**src/rtl/piso_shift_tx.sv**
```systemverilog
// Parallel-in serial-out transmitter: takes a word over a valid/ready load
// handshake and shifts it out one bit per clock, back-to-back capable.
module piso_shift_tx #(
    parameter int WIDTH     = 8,
    parameter bit MSB_FIRST = 1'b0
) (
    input  logic             clk,
    input  logic             rs,
    input  logic [WIDTH-1:0] pi,
    input  logic             ld_valid,
    output logic             ld_ready,
    output logic             sout,
    output logic             sout_valid,
    output logic             busy,
    output logic             done
);

    localparam int            CW   = (WIDTH > 1) ? $clog2(WIDTH) : 1;
    localparam logic [CW-1:0] LAST = CW'(WIDTH - 1);

    typedef enum logic {
        IDLE  = 1'b0,
        SHIFT = 1'b1
    } state_e;

    state_e           state_q, state_d;
    logic [WIDTH-1:0] shreg_q, shreg_d;
    logic [CW-1:0]    cnt_q, cnt_d;
    logic             done_q, done_d;

    logic             lastBit;
    logic             accept;
    logic [WIDTH-1:0] shifted;

    assign lastBit = (state_q == SHIFT) && (cnt_q == LAST);
    assign accept  = ld_valid && ld_ready;

    always_ff @(posedge clk) begin
        if (rs) begin
            state_q <= IDLE;
            shreg_q <= '0;
            cnt_q   <= '0;
            done_q  <= 1'b0;
        end else begin
            state_q <= state_d;
            shreg_q <= shreg_d;
            cnt_q   <= cnt_d;
            done_q  <= done_d;
        end
    end

    // Zero-fill on every shift so the register drains to all-zero at the end
    // of a word, which keeps sout low while idle.
    always_comb begin
        if (MSB_FIRST) begin
            shifted = {shreg_q[WIDTH-2:0], 1'b0};
        end else begin
            shifted = {1'b0, shreg_q[WIDTH-1:1]};
        end
    end

    always_comb begin
        state_d = state_q;
        shreg_d = shreg_q;
        cnt_d   = cnt_q;
        done_d  = 1'b0;
        case (state_q)
            IDLE: begin
                if (accept) begin
                    shreg_d = pi;
                    cnt_d   = '0;
                    state_d = SHIFT;
                end
            end
            SHIFT: begin
                if (cnt_q != LAST) begin
                    shreg_d = shifted;
                    cnt_d   = cnt_q + 1'b1;
                end else begin
                    // Last bit is on the line: a load here continues with no gap.
                    done_d = 1'b1;
                    if (accept) begin
                        shreg_d = pi;
                        cnt_d   = '0;
                        state_d = SHIFT;
                    end else begin
                        shreg_d = shifted;
                        cnt_d   = '0;
                        state_d = IDLE;
                    end
                end
            end
            default: begin
                state_d = IDLE;
            end
        endcase
    end

    always_comb begin
        sout       = MSB_FIRST ? shreg_q[WIDTH-1] : shreg_q[0];
        sout_valid = (state_q == SHIFT);
        busy       = (state_q == SHIFT);
        done       = done_q;
        ld_ready   = !rs && ((state_q == IDLE) || lastBit);
    end

endmodule

```
**config.mk**
```make
export PLATFORM = sky130hd
export DESIGN_NAME = piso_shift_tx
export DESIGN_NICKNAME = d
export VERILOG_FILES = /design/src/rtl/piso_shift_tx.sv
export SDC_FILE = /design/constraint.sdc
export NUM_CORES = 1
export LEC_CHECK = 0
export ABC_AREA = 1
export CAP_MARGIN = 20
export CORE_MARGIN = 2
export CORE_UTILIZATION = 30
export CTS_CLUSTER_SIZE = 8
export DETAILED_ROUTE_END_ITERATION = 8
export GPL_TIMING_DRIVEN = 0
export MAX_ROUTING_LAYER = met4
export PLACE_DENSITY = 0.57
export SLEW_MARGIN = 40
export SYNTH_ARGS = -nofsm -noshare
export SYNTH_HDL_FRONTEND = slang
export SYNTH_SLANG_ARGS = --single-unit
export TNS_END_PERCENT = 10
```
**constraint.sdc**
```tcl
create_clock -name clk -period 1.7 [get_ports clk]
set_input_delay 0.34 -clock clk [delete_from_list [all_inputs] [get_ports clk]]
set_output_delay 0.34 -clock clk [all_outputs]
set_load 0.1 [all_outputs]
```
==> results of run 1 <==
[final timing paths]
| path | cells past startpoint | slack (ns) | from | endpoint |
|---|---|---|---|---|
| max | 4 | 0.04 | rs | ld_ready |
| min | 3 | 0.36 | ld_valid | busy |
| max reg2reg | 9 | 0.19 | cnt_q[0] | shreg_q[5] |
| min reg2reg | 2 | 0.47 | shreg_q[7] | shreg_q[7] |
[synthesized netlist by cell type]
library cell,number,area [sq um]
a21oi_2,4,35.0
a31oi_1,7,43.8
buf_2,1,5.00
buf_4,2,15.0
buf_8,1,15.0
clkbuf_8,1,13.8
dfxtp_1,13,260
ha_1,2,25.0
inv_1,18,67.6
nand2_1,11,41.3
nand2_4,1,11.3
nand3_1,7,35.0
nand3_2,3,30.0
nand3_4,1,17.5
nand4_1,1,6.26
nor2_1,17,63.8
nor3_1,1,5.00
o21ai_0,1,5.00
[stage by stage]
stage | hold WS [ns] | worst slack, ns | TNS, ns | std cells | utilization
final | 0.358 | 0.0362 | 0 | 144 | 0.442
after global routing | 0.360 | -0.0149 | -0.0149 | 144 | 0.442
after detailed placement | 0.466 | -0.195 | -0.195 | 134 | 0.386
after global placement | 0.461 | -0.927 | -1.51 | 134 | 0.398
after CTS | 0.350 | 0.00106 | 0 | 143 | 0.432
after floorplan | 0.445 | 0.0140 | 0 | 92 | -
[power breakdown]
part	internal, uW	switching, uW
Combinational	84.3	129
Clock	91.0	103
Sequential	327	14.7
Total	502	247
[state kept, by name (all words and copies together), names as in the netlist]
register / count
cnt_q: 3
shreg_q: 8
done: 1
busy: 1
[per-layer routing]
metal,track usage,vias to the layer above
li1,-,339
met1,0.156,297
met2,0.188,21
met3,0.0517,5
met4,0.0513,0
met5,-,-
[worst min-delay path, stage by stage]
cell and delay (ns):
clkbuf_8 0.14, nor2_1 0.05, nor2_1 0.06
[logic make-up after synthesis]
| group | Yosys count | share of synthesized area |
|---|---|---|
| adders and majority gates | 2 | 0.0360 |
| AOI/OAI and AO/OA | 12 | 0.120 |
| DFF | 13 | 0.374 |
| and+or+nand+nor | 42 | 0.302 |
| buffers and inverters | 23 | 0.167 |
[timing repair]
| action | CTS | global route |
|---|---|---|
| resized for setup | 12 | 2 |
| endpoints found under the setup margin | 1 | 1 |
| pin swaps | 2 | 1 |
| buffers inserted | 5 | 1 |
[cell type report]
class	count	area share
multi-input combinational	56	0.360
sequential	13	0.270
timing repair buffer	20	0.179
inverter	18	0.0717
buffer	5	0.0563
tap	28	0.0359
clock buffer	4	0.0269
==> out/metrics.cfg, run 1 <==
[timing]
rsz0062_at_grt=yes
fmax_ghz=0.601
worst_pin_slew_ns=0.484
setup_viol=0
finalCriticalPeriod_ns=1.66
clock_skew_ns=0.00380
finalHoldViolations=0
max_slew_margin=0.679
finalCritPeriodShare=0.979
maxSlewViolCount=0

[route]
drc=0
routed_wl_um=1520
wl_met3_um=102
routedWlPerCell_um=10.5
dr_wl_met2_um=691
ant_nets=0
drt_iter0_drc=13
wl_met1_um=697
routed.top_layer=met4
routed-via-count=662
vias_per_cell=4.60
dr.pass1.iters=4

[pwr]
p_leak_uw=0.000449
total_power_uw=749
p_per_area_mw_per_mm2=766
peakVddDrop_v=0.000579

[cts]
clock_sinks=13
cts.clk_slew.worst_paths_ns=0.08
clk_latency_ns=0.28
cts_root_buf=clkbuf_4
cts_buffers=3
clock_path_buffers=2
cts_tree=built
ctsHoldBuffers=0
h-tree-depth=1

[synth]
yosysWarnings=0
synth_cells=92
syn_area_sq_um=696
yosys.cell_types.count=18
avgSynthCellArea_sq_um=7.56
synth-seq-area-share=0.374
synth_nets=105
ys_ff_latch=13

[die]
die_y_um=52.2
num_rows=17
start_util=0.314
core_sq_mm=0.00221
io_pins=16
fp.dieArea_sq_mm=0.00272
die_w_um=52.2

[finish]
nets=130
fin_area_sq_um=977
drive_above_1_share=0.310
mostFrequentLayoutCells=16 x inv_1, 16 x nor2_1, 11 x nand2_1
area_growth_syn_to_layout_pct=40.5
multi_input_area_sq_um=352
seqCellArea_sq_um=264
diodes=0
nFillCells=242

[critical_path]
worstPathCellList=clkdlybuf4s50_1 > buf_6 > nor2_4 > buf_12
slowest_stage=clkdlybuf4s50_1
path_max_fanout=10
critPathBufInv=3
crit_family=buffers and inverters
worstSetupPathType=input pin to output port
arrival_ns=1.32
start_kind=input pin
end_kind=output port
cpPeakStageDelay_ns=0.49
cp.required_ns=1.36

[global_route]
grt_pass1_vias=571
antenna_found_initial=0
grt_pass1_wl_um=2440
track_usage=0.128
grt_max_degree=11
globalRouteOverflowTotal=0

[placed_design]
dp_hpwl_um=987
gp_congestion=0.718
placedInstanceArea_sq_um=855
port_buffers=14

[run_status]
outcome=complete, no violations

[job]
cap_violations=0

[hold_path]
hp-class=input pin to flop

(Power assumes the default switching activity.)
==> inputs of run 2 (changes only) <==
==> constraint.sdc (replaced) <==
create_clock -name clk -period 1.7 [get_ports clk]
set_input_delay 0.34 -clock clk [delete_from_list [all_inputs] [get_ports clk]]
set_output_delay 0.34 -clock clk [all_outputs]
set_load 0.05 [all_outputs]
==> run 2 against run 1 <==
Against the previous run: first-iteration DRC count shrank 23%; design area fell by 3.6%; clock-buffer cell count stayed put; critical path depth unchanged; sequential power is essentially flat; highest routed layer unchanged.
==> out/metrics.cfg, run 2 (synthesis gave the netlist of run 1 again) <==
[pwr]
peakVddDrop_v=0.000402  ; was 0.000579 V
p_per_area_mw_per_mm2=762  ; was 766 mW/mm^2
total_power_uw=718  ; was 749 uW
p_leak_uw=0.000443  ; was 0.000449 uW

[cts]
cts_root_buf=clkbuf_4  ; unchanged
clock_path_buffers=2  ; unchanged
cts_tree=built  ; unchanged
clk_latency_ns=0.28  ; about the same
cts_buffers=3  ; unchanged
h-tree-depth=1  ; unchanged
clock_sinks=13  ; unchanged
cts.clk_slew.worst_paths_ns=0.08  ; about the same

[global_route]
track_usage=0.119  ; was 0.128
grt_max_degree=11  ; unchanged
globalRouteOverflowTotal=0  ; unchanged
grt_pass1_vias=518  ; was 571
antenna_found_initial=0  ; unchanged
grt_pass1_wl_um=2290  ; was 2440 um

[timing]
finalCriticalPeriod_ns=1.70  ; was 1.66 ns
setup_viol=0  ; unchanged
rsz0062_at_grt=yes  ; unchanged
fmax_ghz=0.589  ; was 0.601 GHz
finalCritPeriodShare=0.999  ; was 0.979
hold_slack_ns=0.353  ; was 0.358 ns
maxSlewViolCount=0  ; unchanged
finalHoldViolations=0  ; unchanged
worst_pin_slew_ns=0.483  ; was 0.484 ns
clock_skew_ns=0.000885  ; was 0.00380 ns
max_slew_margin=0.679  ; about the same

[route]
wl_met1_um=686  ; was 697 um
routedWlPerCell_um=10.4  ; was 10.5 um
wl_met3_um=123  ; was 102 um
routed_wl_um=1480  ; was 1520 um
drc=0  ; unchanged
dr_wl_met2_um=658  ; was 691 um
routed.top_layer=met4  ; unchanged
ant_nets=0  ; unchanged
dr.pass1.iters=7  ; was 4
routed-via-count=628  ; was 662
drt_iter0_drc=10  ; was 13
vias_per_cell=4.42  ; was 4.60

[finish]
nets=128  ; was 130
fin_area_sq_um=942  ; was 977 sq um
largest_registers=shreg_q x8, cnt_q x3  ; unchanged
fin_cells=142  ; was 144
final_util=0.426  ; was 0.442
largest_register=shreg_q  ; unchanged
drive_above_1_share=0.263  ; was 0.310
diodes=0  ; unchanged
area_growth_syn_to_layout_pct=35.4  ; was 40.5%
multi_input_area_sq_um=333  ; was 352 sq um
mostFrequentLayoutCells=16 x inv_1, 16 x nor2_1, 11 x nand2_1, 11 x dfxtp_1, 9 x clkdlybuf4s50_1  ; was 16 x inv_1, 16 x nor2_1, 11 x nand2_1
seqCellArea_sq_um=263  ; was 264 sq um
largest_reg_flops=8  ; unchanged
nFillCells=245  ; was 242

[die]
die_w_um=52.2  ; unchanged
io_pins=16  ; unchanged
num_rows=17  ; unchanged
core_sq_mm=0.00221  ; unchanged
start_util=0.314  ; unchanged
die_y_um=52.2  ; unchanged
fp.dieArea_sq_mm=0.00272  ; unchanged

[placed_design]
place_inst=134  ; unchanged
port_buffers=14  ; unchanged
gp_congestion=0.750  ; was 0.718
dp_hpwl_um=993  ; was 987 um
placedInstanceArea_sq_um=873  ; was 855 sq um

[critical_path]
slowest_stage=clkdlybuf4s50_1  ; unchanged
cp.required_ns=1.36  ; about the same
start_kind=input pin  ; unchanged
arrival_ns=1.36  ; was 1.32 ns
end_kind=output port  ; unchanged
path_max_fanout=10  ; unchanged
worstSetupPathType=input pin to output port  ; unchanged
crit_family=buffers and inverters  ; unchanged
cpPeakStageDelay_ns=0.55  ; was 0.49 ns
worstPathCellList=clkdlybuf4s50_1 > clkbuf_4 > nor2_2 > buf_6  ; was clkdlybuf4s50_1 > buf_6 > nor2_4 > buf_12
critPathBufInv=3  ; unchanged

[hold_path]
hp-class=input pin to flop  ; unchanged

[job]
cap_violations=0  ; unchanged

[run_status]
outcome=complete, no violations  ; unchanged

run 2: changes by cell type in the layout (fill, tap and decap cells not counted), sizes merged:
cell         delta
buf             -6
dlygate4sd2     +2
clkbuf          +2
run 2: final timing paths:
| path | startpoint | to | slack (ns) | cells after the start |
|---|---|---|---|---|
| max | rs | ld_ready | 0.002 | 4 |
| min | ld_valid | busy | 0.35 | 3 |
| max reg2reg | cnt_q[0] | shreg_q[5] | 0.16 | 9 |
| min reg2reg | cnt_q[1] | cnt_q[1] | 0.47 | 2 |
run 2: cell type report:
type	count	share of cell area
tap	28	0.0372
sequential	13	0.279
clock buffer	4	0.0279
buffer	5	0.0544
inverter	18	0.0770
timing repair buffer	18	0.171
multi-input combinational	56	0.353
run 2: metrics by stage:
step,setup slack (ns),TNS (ns)
after floorplan,0.0753,0
after global placement,-0.610,-0.668
after detailed placement,-0.617,-0.681
after CTS,-0.108,-0.108
after global routing,-0.0587,-0.0587
final,0.00188,0
run 2: where the power goes:
group          internal, uW  leakage [uW]  switching, uW
clock                  91.1     0.0000150            108
combinational          79.7      0.000320           98.8
sequential              326      0.000108           15.0
run 2: timing repair:
| item | 4_1_cts | 5_1_grt |
|---|---|---|
| hold buffers | 0 | 0 |
| gates resized for setup | 17 | 6 |
| hold endpoints to repair | 0 | 0 |
| setup buffers | 0 | 4 |
| endpoints found under the setup margin | 5 | 2 |
run 2: metal layers:
layer / up-vias / GRT usage
met2: 23 / 0.177
met4: 0 / 0.0385
met5: - / -
met3: 2 / 0.0546
met1: 268 / 0.144
li1: 335 / -
run 2: tightest hold or removal path, delay by kind of cell:
family,cells,cell delay [ns]
buf+inv,1,0.14
simple gates,2,0.11
==> inputs of run 3 (changes only) <==
CORE_ASPECT_RATIO = 1.1   (was not set)
SKIP_LAST_GASP = 1   (was not set)
TNS_END_PERCENT = 50   (was 10)
==> run 3 against run 2 <==
Against the previous run: the run now ends with negative setup slack left; sequential cell count did not move; largest power group unchanged; critical endpoint unchanged; utilization fell by 0.11 points; cell count rose by 2.1%; register-to-register slack got worse by 0.03 ns; critical path type unchanged; sequential power barely moved; power fell by 0.84%; clock power fell by 4%; combinational power barely moved; global-route usage rose by 0.33 points; non-clock buffer count rose by 1; first-iteration DRC count rose by 20%.
==> out/metrics.cfg, run 3 (synthesis gave the netlist of run 1 again) <==
[run_status]
outcome=complete, but fails checks  ; was complete, no violations
violations=negative setup slack

[route]
wl_met3_um=57  ; was 123 um
routed_wl_um=1460  ; was 1480 um
drt_iter0_drc=12  ; was 10
vias_per_cell=4.44  ; was 4.42
wl_met1_um=708  ; was 686 um
drc=0  ; unchanged
dr_wl_met2_um=662  ; was 658 um
ant_nets=0  ; unchanged
routedWlPerCell_um=10.1  ; was 10.4 um
routed.top_layer=met4  ; unchanged
dr.pass1.iters=4  ; was 7
routed-via-count=644  ; was 628

[timing]
worst_pin_slew_ns=0.498  ; was 0.483 ns
finalHoldViolations=0  ; unchanged
finalCritPeriodShare=1.03  ; was 0.999
fmax_ghz=0.569  ; was 0.589 GHz
setup_viol=2  ; was 0
max_slew_margin=0.667  ; was 0.679
clock_skew_ns=0.000361  ; was 0.000885 ns
rsz0062_at_grt=yes  ; unchanged
hold_slack_ns=0.363  ; was 0.353 ns
finalSetupTns_ns=-0.0685  ; was 0 ns
maxSlewViolCount=0  ; unchanged
fin_ws_ns=-0.0576  ; was 0.00188 ns
finalCriticalPeriod_ns=1.76  ; was 1.70 ns

[pwr]
p_leak_uw=0.000455  ; was 0.000443 uW
p_switching_uw=214  ; was 221 uW
p_comb_frac=0.254  ; was 0.248
p_per_area_mw_per_mm2=752  ; was 762 mW/mm^2
peakVddDrop_v=0.000399  ; was 0.000402 V
p_seq_frac=0.477  ; was 0.475
pwr-share-clk=0.269  ; was 0.277
p_int_uw=498  ; was 497 uW
swShare=0.301  ; was 0.308

[die]
die_y_um=54.5  ; was 52.2 um
start_util=0.312  ; was 0.314
core_sq_mm=0.00223  ; was 0.00221 sq mm
io_pins=16  ; unchanged
fp.dieArea_sq_mm=0.00272  ; about the same
die_w_um=49.9  ; was 52.2 um
num_rows=18  ; was 17

[finish]
nets=129  ; was 128
area_growth_syn_to_layout_pct=36.2  ; was 35.4%
diodes=0  ; unchanged
drive_above_1_share=0.243  ; was 0.263
final_util=0.425  ; was 0.426
largest_register=shreg_q  ; unchanged
largest_reg_flops=8  ; unchanged
mostFrequentLayoutCells=16 x inv_1, 16 x nor2_1, 12 x dfxtp_1  ; was 16 x inv_1, 16 x nor2_1, 11 x nand2_1, 11 x dfxtp_1, 9 x clkdlybuf4s50_1
fin_cells=145  ; was 142
largest_registers=shreg_q x8, cnt_q x3  ; unchanged

[cts]
ctsHoldBuffers=0  ; unchanged
cts_tree=built  ; unchanged
cts_root_buf=clkbuf_4  ; unchanged
clock_sinks=13  ; unchanged
clock_path_buffers=2  ; unchanged
clk_latency_ns=0.27  ; was 0.28 ns
cts_buffers=3  ; unchanged
cts.clk_slew.worst_paths_ns=0.08  ; about the same
h-tree-depth=1  ; unchanged

[critical_path]
start_kind=input pin  ; unchanged
path_max_fanout=10  ; unchanged
cp.required_ns=1.36  ; about the same
slowest_stage=clkdlybuf4s50_1  ; unchanged
worstPathCellList=clkdlybuf4s50_1 > buf_2 > nor2_2 > buf_6  ; was clkdlybuf4s50_1 > clkbuf_4 > nor2_2 > buf_6
end_kind=output port  ; unchanged
worstSetupPathType=input pin to output port  ; unchanged
cpPeakStageDelay_ns=0.56  ; was 0.55 ns
arrival_ns=1.42  ; was 1.36 ns

[global_route]
grt_max_degree=11  ; unchanged
track_usage=0.123  ; was 0.119
globalRouteOverflowTotal=0  ; unchanged
antenna_found_initial=0  ; unchanged
grt_pass1_wl_um=2440  ; was 2290 um
grt_pass1_vias=580  ; was 518

[job]
cap_violations=0  ; unchanged

[placed_design]
place_inst=136  ; was 134
port_buffers=14  ; unchanged
dp_hpwl_um=1010  ; was 993 um
gp_congestion=0.728  ; was 0.750
dp_slack_ns=-0.630  ; was -0.617 ns

[hold_path]
hp-class=input pin to flop  ; unchanged

## run 3: repair_timing
item / 4_1_cts / 5_1_grt
gates resized for setup: 9 / 8
buffers inserted: 0 / 5
setup endpoints to repair: 5 / 4
## run 3: final timing paths
kind,startpoint,end,cells past startpoint,slack (ns)
setup reg to reg,cnt_q[0],shreg_q[5],9,0.13
hold reg to reg,shreg_q[7],shreg_q[7],2,0.48
hold / removal,ld_valid,busy,3,0.36
setup / recovery,rs,ld_ready,4,-0.06
## run 3: per-layer routing
layer	vias to the layer above	track usage
met1	287	0.150
li1	337	-
met4	0	0.0833
met3	4	0.0164
met5	-	-
met2	16	0.191
## run 3: stage by stage
| stage | area [sq um] | total power, uW |
|---|---|---|
| final | 947 | 712 |
| after detailed placement | 876 | 515 |
| after floorplan | 698 | 460 |
| after global routing | 947 | 754 |
| after CTS | 897 | 706 |
| after global placement | 876 | 513 |
## run 3: cell type report
cell class              instances  area, sq um
plain buffers                   5         48.8
clock buffers                   4         26.3
fillers                       235         1280
inverters                      18         70.1
multi-input cells              56          322
flip-flops and latches         13          262
well taps                      30         37.5
repair buffers                 19          181
## run 3: worst max-delay path, delay by kind of cell
family        cells  cell delay, ns
simple gates      1            0.07
buf+inv           3            1.00
## run 3: power by group through the flow
stage	Combinational, uW	Sequential (uW)	Clock (uW)
final	181	340	192
after global placement	166	347	0
after floorplan	103	358	0
after global routing	200	343	211
after detailed placement	168	348	0
after CTS	165	341	200
